### src/rtl/lock_ctrl_if.sv
// Keypad-side bus of the 4-digit lock controller.
// master: keypad scanner / supervisor; slave: lock_ctrl.
interface lock_ctrl_if;
  logic        key_valid;
  logic [3:0]  key_code;
  logic        unlock;
  logic        buzzer;
  logic        lockout;
  logic [2:0]  count;
  logic [2:0]  entry_len;
  logic [15:0] cp;

  modport master (
    output key_valid, key_code,
    input  unlock, buzzer, lockout, count, entry_len, cp
  );

  modport slave (
    input  key_valid, key_code,
    output unlock, buzzer, lockout, count, entry_len, cp
  );
endinterface

### src/rtl/lock_ctrl.sv
// lock_ctrl: sequencing controller for a 4-digit keypad lock.
// Collects BCD digits, checks them against the stored code on ENTER, drives
// the unlock pulse, failure counting with lockout/buzzer, and the three-step
// code-change procedure (old code, new code, confirm).
// Optional: define LOCK_CTRL_TIMEOUT_EN to discard a partial entry after
// TIMEOUT_CYCLES key-free cycles (also aborting a code change).
module lock_ctrl #(
  parameter logic [15:0] DEFAULT_CODE   = 16'h1234,
  parameter int          MAX_FAILS      = 3,
  parameter int          LOCKOUT_CYCLES = 20,
  parameter int          OPEN_CYCLES    = 8,
  parameter int          TIMEOUT_CYCLES = 50
) (
  input  logic        clk,
  input  logic        reset,
  lock_ctrl_if.slave  bus
);

  localparam int TMR_MAX = (LOCKOUT_CYCLES > OPEN_CYCLES) ? LOCKOUT_CYCLES : OPEN_CYCLES;
  localparam int TMR_W   = $clog2(TMR_MAX + 1);

  typedef enum logic [2:0] {
    S_IDLE    = 3'd0,
    S_OPEN    = 3'd1,
    S_LOCK    = 3'd2,
    S_CHG_OLD = 3'd3,
    S_CHG_NEW = 3'd4,
    S_CHG_CFM = 3'd5
  } state_t;

  state_t             state_q;
  logic [15:0]        entry_q;
  logic [2:0]         entry_len_q;
  logic [2:0]         count_q;
  logic [15:0]        cp_q;
  logic [15:0]        pend_q;
  logic [TMR_W-1:0]   timer_q;
  logic               unlock_q;
  logic               buzzer_q;
  logic               lockout_q;

  logic               is_digit_d;
  logic               is_enter_d;
  logic               is_clear_d;
  logic               is_change_d;
  logic               entry_full_d;
  logic [2:0]         fails_inc_d;
  logic               fail_lock_d;
  logic               timeout_d;

  // Append one BCD digit on the right; the first digit typed ends up in [15:12].
  function automatic logic [15:0] shift_digit(input logic [15:0] e, input logic [3:0] d);
    return {e[11:0], d};
  endfunction

  assign is_digit_d   = bus.key_valid && (bus.key_code <= 4'h9);
  assign is_enter_d   = bus.key_valid && (bus.key_code == 4'hA);
  assign is_clear_d   = bus.key_valid && (bus.key_code == 4'hB);
  assign is_change_d  = bus.key_valid && (bus.key_code == 4'hC);
  assign entry_full_d = (entry_len_q == 3'd4);
  // Failure count saturates at MAX_FAILS.
  assign fails_inc_d  = (count_q >= 3'(MAX_FAILS)) ? count_q : count_q + 3'd1;
  assign fail_lock_d  = (fails_inc_d == 3'(MAX_FAILS));

`ifdef LOCK_CTRL_TIMEOUT_EN
  localparam int IDLE_W = $clog2(TIMEOUT_CYCLES + 1);
  logic [IDLE_W-1:0] idle_q;
  logic              accepting_d;

  assign accepting_d = (state_q == S_IDLE) || (state_q == S_CHG_OLD) ||
                       (state_q == S_CHG_NEW) || (state_q == S_CHG_CFM);
  // Fires on the TIMEOUT_CYCLES-th consecutive key-free cycle with a partial entry.
  assign timeout_d   = accepting_d && !bus.key_valid && (entry_len_q != 3'd0) &&
                       (idle_q == IDLE_W'(TIMEOUT_CYCLES - 1));

  // Idle timer: counts key-free cycles while a partial entry is held.
  always_ff @(posedge clk) begin
    if (reset || bus.key_valid || !accepting_d || (entry_len_q == 3'd0) || timeout_d)
      idle_q <= '0;
    else
      idle_q <= idle_q + 1'b1;
  end
`else
  assign timeout_d = 1'b0;
`endif

  // Main sequencer: entry collection, checks, timed OPEN/LOCKOUT, code change.
  always_ff @(posedge clk) begin
    if (reset) begin
      state_q     <= S_IDLE;
      entry_q     <= '0;
      entry_len_q <= '0;
      count_q     <= '0;
      cp_q        <= DEFAULT_CODE;
      pend_q      <= '0;
      timer_q     <= '0;
      unlock_q    <= 1'b0;
      buzzer_q    <= 1'b0;
      lockout_q   <= 1'b0;
    end else begin
      case (state_q)
        // Timer was loaded with N-1, so the output stays high N cycles; keys dropped.
        S_OPEN: begin
          if (timer_q == '0) begin
            state_q  <= S_IDLE;
            unlock_q <= 1'b0;
          end else begin
            timer_q <= timer_q - 1'b1;
          end
        end

        S_LOCK: begin
          if (timer_q == '0) begin
            state_q   <= S_IDLE;
            buzzer_q  <= 1'b0;
            lockout_q <= 1'b0;
            count_q   <= '0;
          end else begin
            timer_q <= timer_q - 1'b1;
          end
        end

        // IDLE and the CHG_* states all accept keys into the entry register.
        default: begin
          if (timeout_d) begin
            entry_q     <= '0;
            entry_len_q <= '0;
            state_q     <= S_IDLE;
          end else if (is_digit_d) begin
            if (!entry_full_d) begin
              entry_q     <= shift_digit(entry_q, bus.key_code);
              entry_len_q <= entry_len_q + 3'd1;
            end
          end else if (is_clear_d) begin
            entry_q     <= '0;
            entry_len_q <= '0;
            state_q     <= S_IDLE;
          end else if (is_change_d) begin
            if (state_q == S_IDLE) begin
              entry_q     <= '0;
              entry_len_q <= '0;
              state_q     <= S_CHG_OLD;
            end
          end else if (is_enter_d) begin
            entry_q     <= '0;
            entry_len_q <= '0;
            if (!entry_full_d) begin
              // Short entry: discard; a change in progress is abandoned.
              state_q <= S_IDLE;
            end else begin
              case (state_q)
                S_IDLE, S_CHG_OLD: begin
                  if (entry_q == cp_q) begin
                    if (state_q == S_IDLE) begin
                      state_q  <= S_OPEN;
                      unlock_q <= 1'b1;
                      timer_q  <= TMR_W'(OPEN_CYCLES - 1);
                      count_q  <= '0;
                    end else begin
                      state_q <= S_CHG_NEW;
                    end
                  end else begin
                    count_q <= fails_inc_d;
                    if (fail_lock_d) begin
                      state_q   <= S_LOCK;
                      buzzer_q  <= 1'b1;
                      lockout_q <= 1'b1;
                      timer_q   <= TMR_W'(LOCKOUT_CYCLES - 1);
                    end else begin
                      state_q <= S_IDLE;
                    end
                  end
                end
                S_CHG_NEW: begin
                  pend_q  <= entry_q;
                  state_q <= S_CHG_CFM;
                end
                S_CHG_CFM: begin
                  if (entry_q == pend_q)
                    cp_q <= pend_q;
                  state_q <= S_IDLE;
                end
                default: state_q <= S_IDLE;
              endcase
            end
          end
        end
      endcase
    end
  end

  assign bus.unlock    = unlock_q;
  assign bus.buzzer    = buzzer_q;
  assign bus.lockout   = lockout_q;
  assign bus.count     = count_q;
  assign bus.entry_len = entry_len_q;
  assign bus.cp        = cp_q;

endmodule

### src/flat_wrapper.sv
// flat-port wrapper written by rule: the top's interface ports become plain ports
module lock_ctrl_flat 
#(
  parameter logic [15:0] DEFAULT_CODE   = 16'h1234,
  parameter int          MAX_FAILS      = 3,
  parameter int          LOCKOUT_CYCLES = 20,
  parameter int          OPEN_CYCLES    = 8,
  parameter int          TIMEOUT_CYCLES = 50
)
  (clk, reset, bus_key_valid, bus_key_code, bus_unlock, bus_buzzer, bus_lockout, bus_count, bus_entry_len, bus_cp);
  lock_ctrl_if bus_i ();
  input  logic clk;
  input  logic reset;
  input wire logic [$bits(bus_i.key_valid)-1:0] bus_key_valid;
  input wire logic [$bits(bus_i.key_code)-1:0] bus_key_code;
  output wire logic [$bits(bus_i.unlock)-1:0] bus_unlock;
  output wire logic [$bits(bus_i.buzzer)-1:0] bus_buzzer;
  output wire logic [$bits(bus_i.lockout)-1:0] bus_lockout;
  output wire logic [$bits(bus_i.count)-1:0] bus_count;
  output wire logic [$bits(bus_i.entry_len)-1:0] bus_entry_len;
  output wire logic [$bits(bus_i.cp)-1:0] bus_cp;
  assign bus_i.key_valid = bus_key_valid;
  assign bus_i.key_code = bus_key_code;
  assign bus_unlock = bus_i.unlock;
  assign bus_buzzer = bus_i.buzzer;
  assign bus_lockout = bus_i.lockout;
  assign bus_count = bus_i.count;
  assign bus_entry_len = bus_i.entry_len;
  assign bus_cp = bus_i.cp;
  lock_ctrl #(.DEFAULT_CODE(DEFAULT_CODE), .MAX_FAILS(MAX_FAILS), .LOCKOUT_CYCLES(LOCKOUT_CYCLES), .OPEN_CYCLES(OPEN_CYCLES), .TIMEOUT_CYCLES(TIMEOUT_CYCLES)) u_core (.clk(clk), .reset(reset), .bus(bus_i));
endmodule
### config.mk
export PLATFORM = sky130hd
export DESIGN_NAME = lock_ctrl_flat
export DESIGN_NICKNAME = d
export VERILOG_FILES = /design/src/rtl/lock_ctrl_if.sv /design/src/rtl/lock_ctrl.sv /design/src/flat_wrapper.sv
export SDC_FILE = /design/constraint.sdc
export NUM_CORES = 1
export LEC_CHECK = 0
export ABC_AREA = 1
export CORE_ASPECT_RATIO = 0.6
export CORE_UTILIZATION = 53
export DETAILED_ROUTE_END_ITERATION = 8
export PLACE_DENSITY = 0.8
export SLEW_MARGIN = 20
export SYNTH_ARGS = -nofsm -noshare
export SYNTH_HDL_FRONTEND = slang
export SYNTH_SLANG_ARGS = --single-unit
### constraint.sdc
create_clock -name clk -period 4.3 [get_ports clk]
set_clock_uncertainty 0.05 [all_clocks]
set_input_delay 0.86 -clock clk [delete_from_list [all_inputs] [get_ports clk]]
set_output_delay 0.86 -clock clk [all_outputs]
set_load 0.01 [all_outputs]
==> results of run 1 <==
logic make-up after synthesis:
logic type                 after synthesis  synth area share
and+or+nand+nor                        268             0.353
AOI/OAI and AO/OA                       76             0.123
muxes                                    1           0.00292
xor gates and xnor gates                11            0.0281
adders and majority gates                6            0.0219
buffers and inverters                   80            0.0981
DFF                                     64             0.373
state kept, by name, indices dropped and copies added (netlist names):
register and cells:
u_core.pend_q 16, u_core.bus.entry_len 3, u_core.bus.buzzer 1, u_core.bus.cp 16
u_core.bus.count 3, u_core.entry_q 16, u_core.timer_q 5, u_core.state_q 3
u_core.bus.unlock 1
power by group through the flow:
stage,Sequential [mW],Combinational [mW],Clock (mW)
final,0.607,0.0812,0.501
after global routing,0.606,0.0893,0.535
after CTS,0.606,0.0803,0.511
after detailed placement,0.619,0.0795,0
after global placement,0.619,0.0782,0
after floorplan,0.617,0.0547,0
worst reg2reg max path, delay by kind of cell (launching register included):
family          cells  cell delay, ns
simple gates        3            0.91
compound gates      2            0.51
fa+ha+maj           1            0.19
flops               1            0.42
buf+inv             2            0.19
metal layers:
| metal | routed length, um | share of wire |
|---|---|---|
| met1 | 4210 | 0.50 |
| met2 | 3520 | 0.41 |
| met3 | 638 | 0.075 |
| met4 | 106 | 0.013 |
| met5 | 0 | 0 |
cell usage after synthesis, types with 2 or more instances:
library cell    n  area share
a21oi_1        33       0.048
a22oi_1        14       0.031
buf_2           6      0.0087
buf_4           2      0.0044
clkbuf_1        6      0.0066
dfxtp_1        64        0.37
ha_1            6       0.022
inv_1          53       0.058
inv_2           9      0.0098
inv_6           2      0.0051
nand2_1       125        0.14
nand2_2         2      0.0036
nand2_4         2      0.0066
nand3_1        32       0.047
nand3_2         2      0.0058
nand3_4         2       0.010
nand3b_1        6       0.013
nand4_1         9       0.016
nor2_1         72       0.079
nor2_2          8       0.015
nor3_1          2      0.0029
o21ai_0        26       0.038
xnor2_1         7       0.018
xor2_1          4       0.010
placed cells by master (no fill, tap or decap), drive strengths merged, types with 10 or more instances in the layout:
cell type / count
clkdlybuf4s50: 31
o21ai: 28
clkbuf: 11
nand4: 10
a22oi: 14
nand3: 36
a21oi: 33
nor2: 81
dfxtp: 64
inv: 64
nand2: 129
cell type report:
cell class	instances	area, sq um	share of cell area
multi-input combinational	362	1820	0.458
sequential	64	1280	0.322
inverter	64	250	0.0630
clock buffer	11	141	0.0356
clock inverter	4	45.0	0.0113
timing repair buffer	34	333	0.0837
tap	84	105	0.0264
per-stage QoR:
stage                     hold WS (ns)  area (sq um)  utilization  std cells
after CTS                        0.424          3980        0.642        623
after global placement           0.407          3790        0.612        608
final                            0.418          3980        0.642        623
after global routing             0.445          3980        0.642        623
after detailed placement         0.413          3790        0.612        608
after floorplan                  0.402          3430            -        506
final timing paths:
check / from / endpoint / slack, ns
max: bus_key_code[3] / u_core.entry_q[2] / 1.36
max reg2reg: u_core.bus.entry_len[0] / u_core.entry_q[2] / 1.90
min: u_core.bus.buzzer / u_core.bus.buzzer / 0.42
min reg2reg: u_core.bus.buzzer / u_core.bus.buzzer / 0.42
==> results_dict.tcl, run 1 <==
set metrics [dict create \
    outcome "complete, no violations" \
    netlist_instances 506 \
    intPower_uw 902 \
    wl_per_cell_um 13.6 \
    post-place-ws_ns 1.04 \
    cp_slowest_cell "nand3_1" \
    final_nets 548 \
    die_w_um 106 \
    hp-class "reg -> reg" \
    port_buffers 31 \
    dpl.hpwl_mm 5.98 \
    hold_viol 0 \
    rsz0062_at_grt "false" \
    drv_cap 0 \
    fp.dieH_um 64.3 \
    max_freq_mhz 340 \
    cts_buffers 9 \
    power_leakage_nw 1.65 \
    cts.path.max_buffers 2 \
    end_kind "flop" \
    combPwrFrac 0.068 \
    power_switching_share 0.242 \
    viasPerCell 5.35 \
    antenna-diode-count 0 \
    cp.arrival_ns 3.08 \
    crit_chain "clkdlybuf4s50_1, inv_2, nor3_1, nand3_1, nand3_1, nand3_1, a21oi_1, a211oi_1" \
    fin_crit_ns 2.94 \
    async_flop_share 0 \
    clock_power_share 0.422 \
    grtUsageMet3 0.0714 \
    core_sq_um 6190 \
    power_frac_seq 0.510 \
    holdBufCountCts 0 \
    gp_congestion 0.941 \
    ys_seq_area_frac 0.373 \
    setup_violations 0 \
    path_clk_slew_ns 0.07 \
    syn_nets 519 \
    crit_top_cell "nand3_1" \
    num_vias 3336 \
    drc 0 \
    grtUsageTotal 0.268 \
    clkSinkCount 64 \
    synthFlopType "dfxtp_1" \
    crit_family "simple AND/OR/NAND/NOR gates" \
    grt_max_degree 39 \
    ys_types 36 \
    cp_max_fo 21 \
    p_sw_uw 287 \
    gr-max-usage-layer "met2" \
    routed_wl_mm 8.47 \
    fillers 553 \
    grt_remaining_overflow 0 \
    antenna_found_initial 0 \
    met1_usage 0.382 \
    power_mw 1.19 \
    ir_worst_vdd_v 0.000184 \
    syn-mean-instance-area_sq_um 6.78 \
    ant_nets 0 \
    std_cell_rows 22 \
    worstMarginPinSlew_ns 0.859 \
    ys_ff_latch 64 \
    ys_warn_count 0 \
    timing.final.crit_share 0.684 \
    dieArea_sq_um 6810 \
    htree_levels 3 \
    post_cts_resized 0 \
    drive_gt1_frac 0.0946 \
    max_stage_delay_ns 0.60 \
    post_cts_buffers 0 \
    cp.depth 8 \
    crit_buf_inv 2 \
    setup.worst_path.start_class "input pin" \
    reg2reg_depth 8 \
    drt_pass1_iterations 5 \
    drt-initial-drc-count 256 \
    io_pins 32 \
    grt_pass1_wl_mm 14.2 \
    cts_tree "yes" \
    worstPathRequired_ns 4.44 \
    slew_violations 0 \
    areaGrowthSynthToFinish_pct 15.8 \
    worstSetupPathType "in -> reg" \
    grt_pass1_vias 2972 \
    start_util 0.554 \
    hold-path-cell-count 2 \
    timing.setup.tns_ns 0 \
    worstSkewPairLatency_ns 0.34 \
    synth_edf_count 0 \
    setup_slack_ns 1.36 \
    met2_usage 0.391 \
    powerDensity_nw_per_um2 299 \
    cts-root-buf "clkbuf_8" \
    relSlewSlack 0.426 \
    syn_area_sq_um 3430 \
]
Note: power is estimated with default switching activity, not from simulation.
==> run 2, diff against run 1 <==
Settings changed: CORE_UTILIZATION 53 to 52, PLACE_DENSITY 0.8 to 0.81.
Clock period 4.3 ns to 2.51 ns, I/O delays scaled along.
==> results_dict.tcl, run 2 (synthesis results as in run 1) <==
set metrics [dict create \
    outcome "complete, no violations" \
    fillers 560 \
    grt_max_degree 30 \
    routed.top_layer "met4" \
    wl_met1_mm 4.24 \
    ant_nets 0 \
    post_cts_buffers 0 \
    power_mw 2.16 \
    finalNonFillerCells 631 \
    final_nets 555 \
    worstSkewPairLatency_ns 0.36 \
    cp.arrival_ns 2.42 \
    core_sq_um 6250 \
    rsz0062_at_grt "false" \
    power_leakage_nw 1.71 \
    layout_common_cells "125 x nand2_1, 72 x nor2_1, 64 x dfxtp_1" \
    cts.path.max_buffers 2 \
    hold_viol 0 \
    setup.worst_path.start_class "flop" \
    wl_per_cell_um 13.8 \
    worstPathRequired_ns 2.74 \
    std_cell_rows 22 \
    timing.setup.tns_ns 0 \
    timing.final.crit_share 0.871 \
    grt_remaining_overflow 0 \
    start_util 0.549 \
    mostFrequentLayoutCell "nand2_1" \
    num_vias 3338 \
    post_cts_resized 0 \
    viasPerCell 5.29 \
    wl_met3_um 851 \
    multi_input_area_sq_um 1820 \
    power_frac_seq 0.481 \
    clkSinkCount 64 \
    setup_violations 0 \
    port_buffers 31 \
    worstSetupPathType "reg -> reg" \
    powerDensity_nw_per_um2 527 \
    fp.dieH_um 64.9 \
    holdBufCountCts 0 \
    drt-initial-drc-count 197 \
    intPower_mw 1.65 \
    hold-path-cell-count 2 \
    combPwrFrac 0.072 \
    areaGrowthSynthToFinish_pct 19.4 \
    die_w_um 107 \
    p_sw_uw 509 \
    cts_tree "yes" \
    io_pins 32 \
    routed-wl-met2_mm 3.54 \
    dieArea_sq_um 6940 \
    end_kind "flop" \
    grt_pass1_wl_mm 14.5 \
    drt_pass1_iterations 6 \
    grtUsageTotal 0.274 \
    drv_cap 0 \
    routed_wl_mm 8.72 \
    gp_congestion 0.995 \
    drive_gt1_frac 0.106 \
    cp_max_fo 6 \
    fin_crit_ns 2.19 \
    reg2reg_depth 11 \
    cts_buffers 9 \
    htree_levels 3 \
    clock_power_share 0.447 \
    path_clk_slew_ns 0.08 \
    drc 0 \
    relSlewSlack 0.670 \
    cts-root-buf "clkbuf_8" \
    antenna_found_initial 0 \
    antenna-diode-count 0 \
    dpl.hpwl_mm 6.35 \
    hp-class "reg -> reg" \
    dp_cells 615 \
    final-seq-area_sq_um 1280 \
    grt_pass1_vias 3031 \
    power_switching_share 0.236 \
    max_freq_mhz 457 \
    ir_worst_vdd_v 0.000466 \
    worstMarginPinSlew_ns 0.490 \
    slew_violations 0 \
]
[run 2: changes by cell type in the layout (fill, tap and decap cells not counted), sizes merged]
| cell | before | now |
|---|---|---|
| buf | 3 | 10 |
| clkinv | 3 | 1 |
| clkbuf | 11 | 14 |
[run 2: final cells by class]
type                       count  share of cell area
inverter                      64              0.0611
sequential                    64               0.313
clock buffer                  14              0.0446
multi-input combinational    362               0.444
tap                           84              0.0257
clock inverter                 2             0.00855
timing repair buffer          41               0.103
[run 2: path summary, 6_finish.rpt]
path / start / end / slack (ns)
max reg2reg: u_core.bus.count[0] / u_core.state_q[1] / 0.32
min: u_core.bus.buzzer / u_core.bus.buzzer / 0.41
min reg2reg: u_core.bus.buzzer / u_core.bus.buzzer / 0.41
max: u_core.bus.count[0] / u_core.state_q[1] / 0.32
[run 2: power by group through the flow]
stage                     logic (mW)  registers [mW]  clock network, mW
after floorplan               0.0937            1.06                  0
after global placement         0.148            1.06                  0
after detailed placement       0.152            1.06                  0
after CTS                      0.153            1.04              0.975
after global routing           0.169            1.04               1.03
final                          0.155            1.04              0.966
[run 2: per-layer routing]
layer | track usage | vias to the layer above
met1 | 0.392 | 1501
met5 | 0 | -
met2 | 0.387 | 140
met4 | 0.0736 | 0
li1 | - | 1688
met3 | 0.0956 | 9
[run 2: critical path, stage by stage, from the launching register on]
cell     delay [ns]
dfxtp_1        0.37
ha_1           0.22
ha_1           0.17
nor2_1         0.16
nand2_1        0.11
a21oi_1        0.21
nand2_1        0.07
nor2_1         0.16
nand2_2        0.12
o21ai_0        0.21
nand2_1        0.10
a21oi_1        0.16
[run 2: per-stage QoR]
stage	hold WS [ns]	utilization	instance area [sq um]	setup WS, ns
CTS	0.417	0.656	4100	0.355
floorplan	0.402	-	3430	0.681
global route	0.458	0.656	4100	0.149
detailed placement	0.407	0.621	3880	0.175
finish	0.413	0.656	4100	0.324
global placement	0.401	0.621	3880	0.202
